File: src/rtl/mpu_i2c_responder_if.sv
// mpu_i2c_responder_if: two-wire bus pins and register-file access port of the MPU_6050 responder.
interface mpu_i2c_responder_if #(
    parameter int DATA_I2C_SZ = 8,
    parameter int REG_ADDR_SZ = 8
);
    logic                   I_SCL;
    logic                   I_SDA;
    logic                   O_SDA_OE;
    logic [REG_ADDR_SZ-1:0] O_REG_ADDR;
    logic [DATA_I2C_SZ-1:0] O_REG_WDATA;
    logic                   O_REG_WE;
    logic                   O_REG_RD;
    logic [DATA_I2C_SZ-1:0] I_REG_RDATA;
    logic                   O_BUSY;
    modport slave (
        input  I_SCL, I_SDA, I_REG_RDATA,
        output O_SDA_OE, O_REG_ADDR, O_REG_WDATA, O_REG_WE, O_REG_RD, O_BUSY
    );
    modport master (
        output I_SCL, I_SDA, I_REG_RDATA,
        input  O_SDA_OE, O_REG_ADDR, O_REG_WDATA, O_REG_WE, O_REG_RD, O_BUSY
    );
endinterface

File: src/rtl/mpu_i2c_responder.sv
// mpu_i2c_responder: I2C slave emulating the MPU_6050 register interface, with
// oversampled SCL/SDA, open-drain ACK/read drive and a single-port register access port.
module mpu_i2c_responder #(
    parameter logic [6:0] SLV_ADDR    = 7'h68,
    parameter int         ADDR_I2C_SZ = 7,
    parameter int         DATA_I2C_SZ = 8,
    parameter int         REG_ADDR_SZ = 8
) (
    input  logic                 CLK,
    input  logic                 RST_n,
    mpu_i2c_responder_if.slave   bus
);
    typedef enum logic [3:0] {
        IDLE, ADDR, ADDR_ACK, PTR, PTR_ACK, WR_DATA, WR_ACK, RD_DATA, RD_ACK, IGNORE
    } state_t;

    localparam logic [3:0] LAST = 4'(DATA_I2C_SZ - 1);
    localparam logic [3:0] NBIT = 4'(DATA_I2C_SZ);

    state_t                 r_state;
    logic [1:0]             r_scl_s, r_sda_s;
    logic                   r_scl_p, r_sda_p;
    logic [3:0]             r_cnt;
    logic [DATA_I2C_SZ-2:0] r_shift;
    logic [DATA_I2C_SZ-1:0] r_tx;
    logic [REG_ADDR_SZ-1:0] r_ptr;
    logic                   r_rw, r_rd_d;

    wire                   w_scl      = r_scl_s[1];
    wire                   w_sda      = r_sda_s[1];
    wire                   w_scl_rise = w_scl & ~r_scl_p;
    wire                   w_scl_fall = ~w_scl & r_scl_p;
    wire                   w_start    = w_scl & r_scl_p & ~w_sda & r_sda_p;
    wire                   w_stop     = w_scl & r_scl_p & w_sda & ~r_sda_p;
    wire [DATA_I2C_SZ-1:0] w_byte     = {r_shift, w_sda};

    assign bus.O_BUSY = (r_state != IDLE) && (r_state != IGNORE);

    always_ff @(posedge CLK or negedge RST_n) begin
        if (!RST_n) begin
            r_state         <= IDLE;
            r_scl_s         <= '0;
            r_sda_s         <= '0;
            r_scl_p         <= 1'b0;
            r_sda_p         <= 1'b0;
            r_cnt           <= '0;
            r_shift         <= '0;
            r_tx            <= '0;
            r_ptr           <= '0;
            r_rw            <= 1'b0;
            r_rd_d          <= 1'b0;
            bus.O_SDA_OE    <= 1'b0;
            bus.O_REG_ADDR  <= '0;
            bus.O_REG_WDATA <= '0;
            bus.O_REG_WE    <= 1'b0;
            bus.O_REG_RD    <= 1'b0;
        end else begin
            r_scl_s      <= {r_scl_s[0], bus.I_SCL};
            r_sda_s      <= {r_sda_s[0], bus.I_SDA};
            r_scl_p      <= w_scl;
            r_sda_p      <= w_sda;
            r_rd_d       <= bus.O_REG_RD;
            bus.O_REG_WE <= 1'b0;
            bus.O_REG_RD <= 1'b0;
            if (w_start) begin
                r_state      <= ADDR;
                r_cnt        <= '0;
                bus.O_SDA_OE <= 1'b0;
            end else if (w_stop) begin
                r_state      <= IDLE;
                r_cnt        <= '0;
                bus.O_SDA_OE <= 1'b0;
            end else begin
                case (r_state)
                    ADDR, PTR, WR_DATA: if (w_scl_rise) begin
                        r_shift <= w_byte[DATA_I2C_SZ-2:0];
                        r_cnt   <= r_cnt + 4'd1;
                        if (r_cnt == LAST) begin
                            r_cnt <= '0;
                            if (r_state == ADDR) begin
                                // the read pointer is fetched during the address byte so data is ready at the first fall
                                if (r_shift[ADDR_I2C_SZ-1:0] == SLV_ADDR) begin
                                    r_state <= ADDR_ACK;
                                    r_rw    <= w_sda;
                                    if (w_sda) begin
                                        bus.O_REG_RD   <= 1'b1;
                                        bus.O_REG_ADDR <= r_ptr;
                                        r_ptr          <= r_ptr + 1'b1;
                                    end
                                end else begin
                                    r_state <= IGNORE;
                                end
                            end else if (r_state == PTR) begin
                                r_ptr   <= REG_ADDR_SZ'(w_byte);
                                r_state <= PTR_ACK;
                            end else begin
                                bus.O_REG_WE    <= 1'b1;
                                bus.O_REG_ADDR  <= r_ptr;
                                bus.O_REG_WDATA <= w_byte;
                                r_ptr           <= r_ptr + 1'b1;
                                r_state         <= WR_ACK;
                            end
                        end
                    end
                    ADDR_ACK, PTR_ACK, WR_ACK: begin
                        // r_cnt marks that the 9th clock has risen; its fall ends the ACK
                        if (w_scl_rise) begin
                            r_cnt <= 4'd1;
                        end else if (w_scl_fall) begin
                            if (r_cnt == 4'd0) begin
                                bus.O_SDA_OE <= 1'b1;
                            end else begin
                                r_cnt <= '0;
                                if (r_state == ADDR_ACK && r_rw) begin
                                    bus.O_SDA_OE <= ~r_tx[DATA_I2C_SZ-1];
                                    r_tx         <= {r_tx[DATA_I2C_SZ-2:0], 1'b0};
                                    r_state      <= RD_DATA;
                                end else begin
                                    bus.O_SDA_OE <= 1'b0;
                                    r_state      <= (r_state == ADDR_ACK) ? PTR : WR_DATA;
                                end
                            end
                        end
                    end
                    RD_DATA: begin
                        if (w_scl_rise) begin
                            r_cnt <= r_cnt + 4'd1;
                        end else if (w_scl_fall) begin
                            if (r_cnt == NBIT) begin
                                r_cnt        <= '0;
                                bus.O_SDA_OE <= 1'b0;
                                r_state      <= RD_ACK;
                            end else begin
                                bus.O_SDA_OE <= ~r_tx[DATA_I2C_SZ-1];
                                r_tx         <= {r_tx[DATA_I2C_SZ-2:0], 1'b0};
                            end
                        end
                    end
                    RD_ACK: begin
                        if (w_scl_rise) begin
                            if (w_sda) begin
                                r_state <= IGNORE;
                            end else begin
                                r_cnt          <= 4'd1;
                                bus.O_REG_RD   <= 1'b1;
                                bus.O_REG_ADDR <= r_ptr;
                                r_ptr          <= r_ptr + 1'b1;
                            end
                        end else if (w_scl_fall && r_cnt == 4'd1) begin
                            r_cnt        <= '0;
                            bus.O_SDA_OE <= ~r_tx[DATA_I2C_SZ-1];
                            r_tx         <= {r_tx[DATA_I2C_SZ-2:0], 1'b0};
                            r_state      <= RD_DATA;
                        end
                    end
                    default: ;
                endcase
            end
            if (r_rd_d) r_tx <= bus.I_REG_RDATA;
        end
    end
endmodule

File: src/flat_wrapper.sv
// flat-port wrapper written by rule: the top's interface ports become plain ports
module mpu_i2c_responder_flat 
#(
    parameter logic [6:0] SLV_ADDR    = 7'h68,
    parameter int         ADDR_I2C_SZ = 7,
    parameter int         DATA_I2C_SZ = 8,
    parameter int         REG_ADDR_SZ = 8
)
  (CLK, RST_n, bus_I_SCL, bus_I_SDA, bus_I_REG_RDATA, bus_O_SDA_OE, bus_O_REG_ADDR, bus_O_REG_WDATA, bus_O_REG_WE, bus_O_REG_RD, bus_O_BUSY);
  mpu_i2c_responder_if #(.DATA_I2C_SZ(DATA_I2C_SZ), .REG_ADDR_SZ(REG_ADDR_SZ)) bus_i ();
  input  logic CLK;
  input  logic RST_n;
  input wire logic [$bits(bus_i.I_SCL)-1:0] bus_I_SCL;
  input wire logic [$bits(bus_i.I_SDA)-1:0] bus_I_SDA;
  input wire logic [$bits(bus_i.I_REG_RDATA)-1:0] bus_I_REG_RDATA;
  output wire logic [$bits(bus_i.O_SDA_OE)-1:0] bus_O_SDA_OE;
  output wire logic [$bits(bus_i.O_REG_ADDR)-1:0] bus_O_REG_ADDR;
  output wire logic [$bits(bus_i.O_REG_WDATA)-1:0] bus_O_REG_WDATA;
  output wire logic [$bits(bus_i.O_REG_WE)-1:0] bus_O_REG_WE;
  output wire logic [$bits(bus_i.O_REG_RD)-1:0] bus_O_REG_RD;
  output wire logic [$bits(bus_i.O_BUSY)-1:0] bus_O_BUSY;
  assign bus_i.I_SCL = bus_I_SCL;
  assign bus_i.I_SDA = bus_I_SDA;
  assign bus_i.I_REG_RDATA = bus_I_REG_RDATA;
  assign bus_O_SDA_OE = bus_i.O_SDA_OE;
  assign bus_O_REG_ADDR = bus_i.O_REG_ADDR;
  assign bus_O_REG_WDATA = bus_i.O_REG_WDATA;
  assign bus_O_REG_WE = bus_i.O_REG_WE;
  assign bus_O_REG_RD = bus_i.O_REG_RD;
  assign bus_O_BUSY = bus_i.O_BUSY;
  mpu_i2c_responder #(.SLV_ADDR(SLV_ADDR), .ADDR_I2C_SZ(ADDR_I2C_SZ), .DATA_I2C_SZ(DATA_I2C_SZ), .REG_ADDR_SZ(REG_ADDR_SZ)) u_core (.CLK(CLK), .RST_n(RST_n), .bus(bus_i));
endmodule
File: config.mk
export PLATFORM = sky130hd
export DESIGN_NAME = mpu_i2c_responder_flat
export DESIGN_NICKNAME = d
export VERILOG_FILES = /design/src/rtl/mpu_i2c_responder_if.sv /design/src/rtl/mpu_i2c_responder.sv /design/src/flat_wrapper.sv
export SDC_FILE = /design/constraint.sdc
export NUM_CORES = 1
export LEC_CHECK = 0
export BUFFER_PORTS_ARGS = -buffer_cell sky130_fd_sc_hd__buf_2
export CAP_MARGIN = 20
export CORE_ASPECT_RATIO = 1.25
export CORE_MARGIN = 3
export CORE_UTILIZATION = 38
export CTS_BUF_LIST = sky130_fd_sc_hd__clkbuf_8
export CTS_CLUSTER_SIZE = 16
export DETAILED_ROUTE_END_ITERATION = 10
export GPL_ROUTABILITY_DRIVEN = 0
export RECOVER_POWER = 25
export SYNTH_ARGS = -nofsm -noshare
export SYNTH_HDL_FRONTEND = slang
export SYNTH_SLANG_ARGS = --single-unit
export TNS_END_PERCENT = 50
File: constraint.sdc
create_clock -name CLK -period 1.9 [get_ports CLK]
set_input_delay 0.38 -clock CLK [delete_from_list [all_inputs] [get_ports CLK]]
set_output_delay 0.38 -clock CLK [all_outputs]
set_load 0.02 [all_outputs]
==> Yosys cells after proc, flatten, opt, wreduce, memory -nomap -nowiden <==
Cells that the tools add are included.
{ "classes": {"add_sub_neg": 2, "eq_ne": 48, "n_mux": 93, "n_bitwise": 16, "n_reduce_logical": 20} }
{ "op_table": {"columns": ["cell", "n"], "rows": [
  ["$mux 8", 28],
  ["$mux 4", 29],
  ["$pmux 4 s4", 2],
  ["$pmux 8 s2", 2],
  ["$mux 1", 27],
  ["$ne 4x1->1 const B", 6],
  ["$pmux 8 s3", 1],
  ["$ne 3x2->1 const B", 7],
  ["$reduce_and 7->1", 3],
  ["$eq 4x3->1 const B", 5],
  ["$ne 5x1->1 const B", 4],
  ["$ne 4x4->1 const B", 4],
  ["$ne 3x1->1 const B", 4],
  ["$reduce_and 12->1", 1],
  ["$reduce_and 11->1", 1],
  ["$ne 2x1->1 const B", 5],
  ["$reduce_and 10->1", 1],
  ["$not 1->1", 9],
  ["$reduce_and 9->1", 1],
  ["$add 8x1->8 const B", 1],
  ["$eq 4x1->1 const B", 2],
  ["$eq 4x2->1 const B", 2],
  ["$eq 4x4->1 const B", 2],
  ["$reduce_and 8->1", 1],
  ["other kinds (21)", 31]
]} }
{ "totals": {"regBits": 58, "inputBits": 12, "out_inout_bits": 20, "word_cells": 195} }

==> Depth between registers and ports, before layout <==
{ "logic_depth": {"word_depth": 10, "ltp_mapped": 9, "mapped_depth_nobuf": 7} }

==> Worst setup path after synthesis <==
No wires, ideal clock.
{ "synth_timing": {"kind": "register to register", "startpoint": "register u_core.r_cnt[0]", "endpoint": "register u_core.r_cnt[1]", "arrival_ns": 1.944, "setup_slack_ns": -0.169, "path_stages_with_launch": 8, "synth_period_minus_slack_ns": 2.069, "path_cell_list": "dfrtp_1 inv_1 ha_1 nor2b_1 o221ai_1 a2111oi_0 or3_4 mux2_4"} }
{ "synth_between": {"elab_chain_len": 6} }
{ "synth_lines": {"columns": ["item", "line", "source"], "rows": [
  ["start: declaration", "mpu_i2c_responder.sv:23", "logic [3:0] r_cnt;"],
  ["start signal: assignment", "mpu_i2c_responder.sv:77", "r_cnt <= r_cnt + 4'd1;"],
  ["start signal: assignment", "mpu_i2c_responder.sv:127", "r_cnt <= r_cnt + 4'd1;"],
  ["$add 4x1->4 / $eq 4x3->1 (equally long branches)", "mpu_i2c_responder.sv:77, mpu_i2c_responder.sv:127, mpu_i2c_responder.sv:78", null],
  ["$mux 4", "mpu_i2c_responder.sv:78", "if (r_cnt == LAST) begin"],
  ["$mux 4", "mpu_i2c_responder.sv:75", "ADDR, PTR, WR_DATA: if (w_scl_rise) begin"],
  ["$pmux 4 s4", "mpu_i2c_responder.sv:74", "case (r_state)"],
  ["$mux 4", "mpu_i2c_responder.sv:69", "end else if (w_stop) begin"],
  ["$mux 4", "mpu_i2c_responder.sv:65", "if (w_start) begin"]
]} }
Several ways; a longest one is shown, not always the timed one. The select of a mux whose other input is x is not followed.
A chain may end at the register's enable or synchronous reset.

==> Final worst setup path <==
{ "layout_timing": {"startpoint": "register u_core.r_state[0]", "endpoint": "register u_core.r_cnt[1]"} }
{ "layout_between": {"elab_chain_len": 5} }
{ "layout_lines": {"columns": ["item", "line", "source"], "rows": [
  ["start: declaration", "mpu_i2c_responder.sv:20", "state_t r_state;"],
  ["start signal: assignment", "mpu_i2c_responder.sv:120", "r_state <= (r_state == ADDR_ACK) ? PTR : WR_DATA;"],
  ["$eq 4x3->1, or another cell as far along", "mpu_i2c_responder.sv:74", null],
  ["$reduce_or 3->1", "mpu_i2c_responder.sv:74", null],
  ["$pmux 4 s4", "mpu_i2c_responder.sv:74", null],
  ["$mux 4", "mpu_i2c_responder.sv:69", null],
  ["$mux 4", "mpu_i2c_responder.sv:65", null]
]} }
Several ways; a longest one is shown, not always the timed one.

==> metrics <==
RSZ-0062 raised after global routing=true; Core Rows=36; Worst Path Required=~2.1 ns; layout cells sized above 1=between 50 and 60%; adder-cell area share of the yosys netlist=1.59%; vias in the first global route=around 2900; hold bufs inserted after CTS=0; FMAX=approximately 470 MHz; Die Height=108 um; mean post-synth cell area=10.4 um^2; via/cell ratio=5.48; register area share after synthesis=46.2%; Synth top cells by count=dfrtp_1, mux2_2, a21oi_1, nand3_1, nand2_1; most common cell in the netlist=dfrtp_1; final wirelength=8540 um; Tightest Pin Transition=1.43 ns; busiest grt layer=met2; number of synthesized flops with an enable pin=0; pwr/cell area=1560 nW/um^2; failing checks=setup timing; DP Area=3860 um^2; DR DRC count=0; Mapped Area=3140 um^2; post-place setup slack=-0.247 ns; worst hold path class=in2reg; largest net degree at the start of global routing=59; M3 GR Usage=4.36%; Tot Pwr=7.06 mW; routed length per instance=16.5 um; Yosys cell types=60; Synth Register Bits=58; GRT Total Usage=between 10% and 20%; placed insts=481; Ports=32; Antenna Nets Post-Route=0; Final Worst Setup Slack=-0.210 ns; Synth Instances=302; Async SR Flop Fraction=100%; Hold Startpoint=bus_I_SCL; initial antenna violation count=0; clk_lat worst skew=roughly 0.35 ns; Root Buffer=clkbuf_8; final critical-path share of the clock period=111%; largest family of logic cells by synthesized area=simple AND/OR/NAND/NOR gates; Synth Area in XOR/XNOR=0.279%; final net count=432; Setup crit start kind=register; mux contribution to synthesized area=10.1%; minimum clock period=about 2.1 ns; WHS=0.138 ns; crit path DAT=2.35 ns; # setup viols final=36; Worst VDD drop=0.750 mV; DRT iter0 DRCs=101; Synth Flop Type=dfrtp_1; Worst Path Max Fanout=5; die area=about 9400 um^2; status=finished, violations left; max-cap viol count=0; H-tree depth=3; CP Launch Point=u_core.r_state[0]; Max Slew Vio Count=0; CTS tree=built; largest cells by area after synthesis=dfrtp_1, mux2_2, a21oi_1; biggest area consumer among synthesized cells=dfrtp_1; first-pass GRT wire length=13600 um; DR pass1 iterations=4; final instance area=approximately 4500 um^2; met2 usage=31.1%; Rel. slew slack=~4.4%; syn_nets=around 320; non-filler cells, final=around 520; clock skew=0.0112 ns; clock tree buffer depth=2; clk sink count=58; die width=a little under 90 um; met1 GRT Util=21.1%; final hold viol count=0; synth warn=0; CP Capture Type=register; clock-pin slew on the worst setup and hold paths=0.08 ns; I/O Buffers=31; core area=7930 um^2; n_diodes=0; Worst R2R Start=u_core.r_state[0]; grt ovf=0; DP HPWL=5730 um; Syn-to-layout area delta=44.0%; area share of and/or/nand/nor cells after synthesis=between 20% and 30%; post-synthesis compound-gate area fraction=16.8%; Synth top area share=46.2%; Starting Density=roughly two fifths; Lkg Pwr=between 2 and 2.5 nW; total CTS buffers=9; Via Count=between 2000 and 3000; Setup CP Type=reg2reg
-- per-layer routing --
metal / routed length, um / up-vias
met1: 3520 / 1383
met3: 271 / 25
met4: 307 / 0
met2: 4440 / 54
li1: - / 1365
met5: 0 / -
-- flip-flops by register name (all words and copies together), names as in the netlist --
register / count
u_core.bus.O_REG_ADDR: 8
u_core.bus.O_REG_RD: 1
u_core.bus.O_REG_WDATA: 8
u_core.bus.O_REG_WE: 1
u_core.bus.O_SDA_OE: 1
u_core.r_cnt: 4
u_core.r_ptr: 8
u_core.r_rd_d: 1
u_core.r_rw: 1
u_core.r_scl_p: 1
u_core.r_scl_s: 2
u_core.r_sda_p: 1
u_core.r_sda_s: 2
u_core.r_shift: 7
u_core.r_state: 4
u_core.r_tx: 8
-- layout make-up --
class | count | area, um^2
clock buffer | 9 | 124
clock inverter | 7 | 78.8
fill | 679 | 3410
inverter | 5 | 18.8
multi-input combinational | 224 | 1840
sequential | 58 | 1460
tap | 95 | 119
timing repair buffer | 118 | 882
-- timing repair --
action,4_1_cts,5_1_grt
gates cloned,0,1
gates resized for setup,32,48
setup endpoints to repair,43,43
pin swaps,11,14
buffers inserted,8,10
-- where the power goes --
| part | internal [mW] | total, mW | leakage, nW | switching [mW] |
|---|---|---|---|---|
| Sequential | 1.59 | 1.93 | 0.762 | 0.334 |
| Combinational | 2.06 | 3.96 | 1.29 | 1.90 |
| Clock | 0.613 | 1.17 | 0.0921 | 0.553 |
-- per-stage QoR --
step | utilization, % | TNS (ns)
detailed placement | 48.8 | -6.57
CTS | 53.6 | -3.38
global placement | 48.8 | -6.25
floorplan | - | -1.39
finish | 57.0 | -3.05
global route | 57.0 | -5.91
-- worst max-delay path: stages, from the launching register on --
cell	delay [ns]
dfrtp_2	0.47
buf_6	0.14
or4b_4	0.55
nor2_4	0.12
a32o_2	0.25
or3_4	0.18
mux2_4	0.29
-- cells by family after synthesis --
group / count (synthesis)
adders and majority gates: 4
buffers and inverters: 20
muxes: 28
and+or+nand+nor: 114
AOI/OAI and AO/OA: 77
DFF: 58
xor gates and xnor gates: 1
-- cell usage in the layout (no fill, tap or decap), drive strengths merged, types with 10 or more instances in the layout --
master and n:
clkbuf 10, buf 117, dfrtp 58, nor2b 11
nand2 23, mux2 26, nand3 25, o21ai 15
a21oi 24, nor2 10
-- final timing paths --
path | endpoint | cells past startpoint | slack [ns]
setup / recovery | u_core.r_cnt[1] | 6 | -0.21
hold / removal | u_core.r_scl_s[0] | 1 | 0.14
setup reg to reg | u_core.r_cnt[1] | 6 | -0.21
hold reg to reg | u_core.r_scl_s[1] | 0 | 0.36
max in group asynchronous | u_core.r_state[0] | 2 | 0.49
min in group asynchronous | u_core.bus.O_REG_ADDR[2] | 2 | 0.43
No activity file was read; power rests on OpenSTA's default activity.
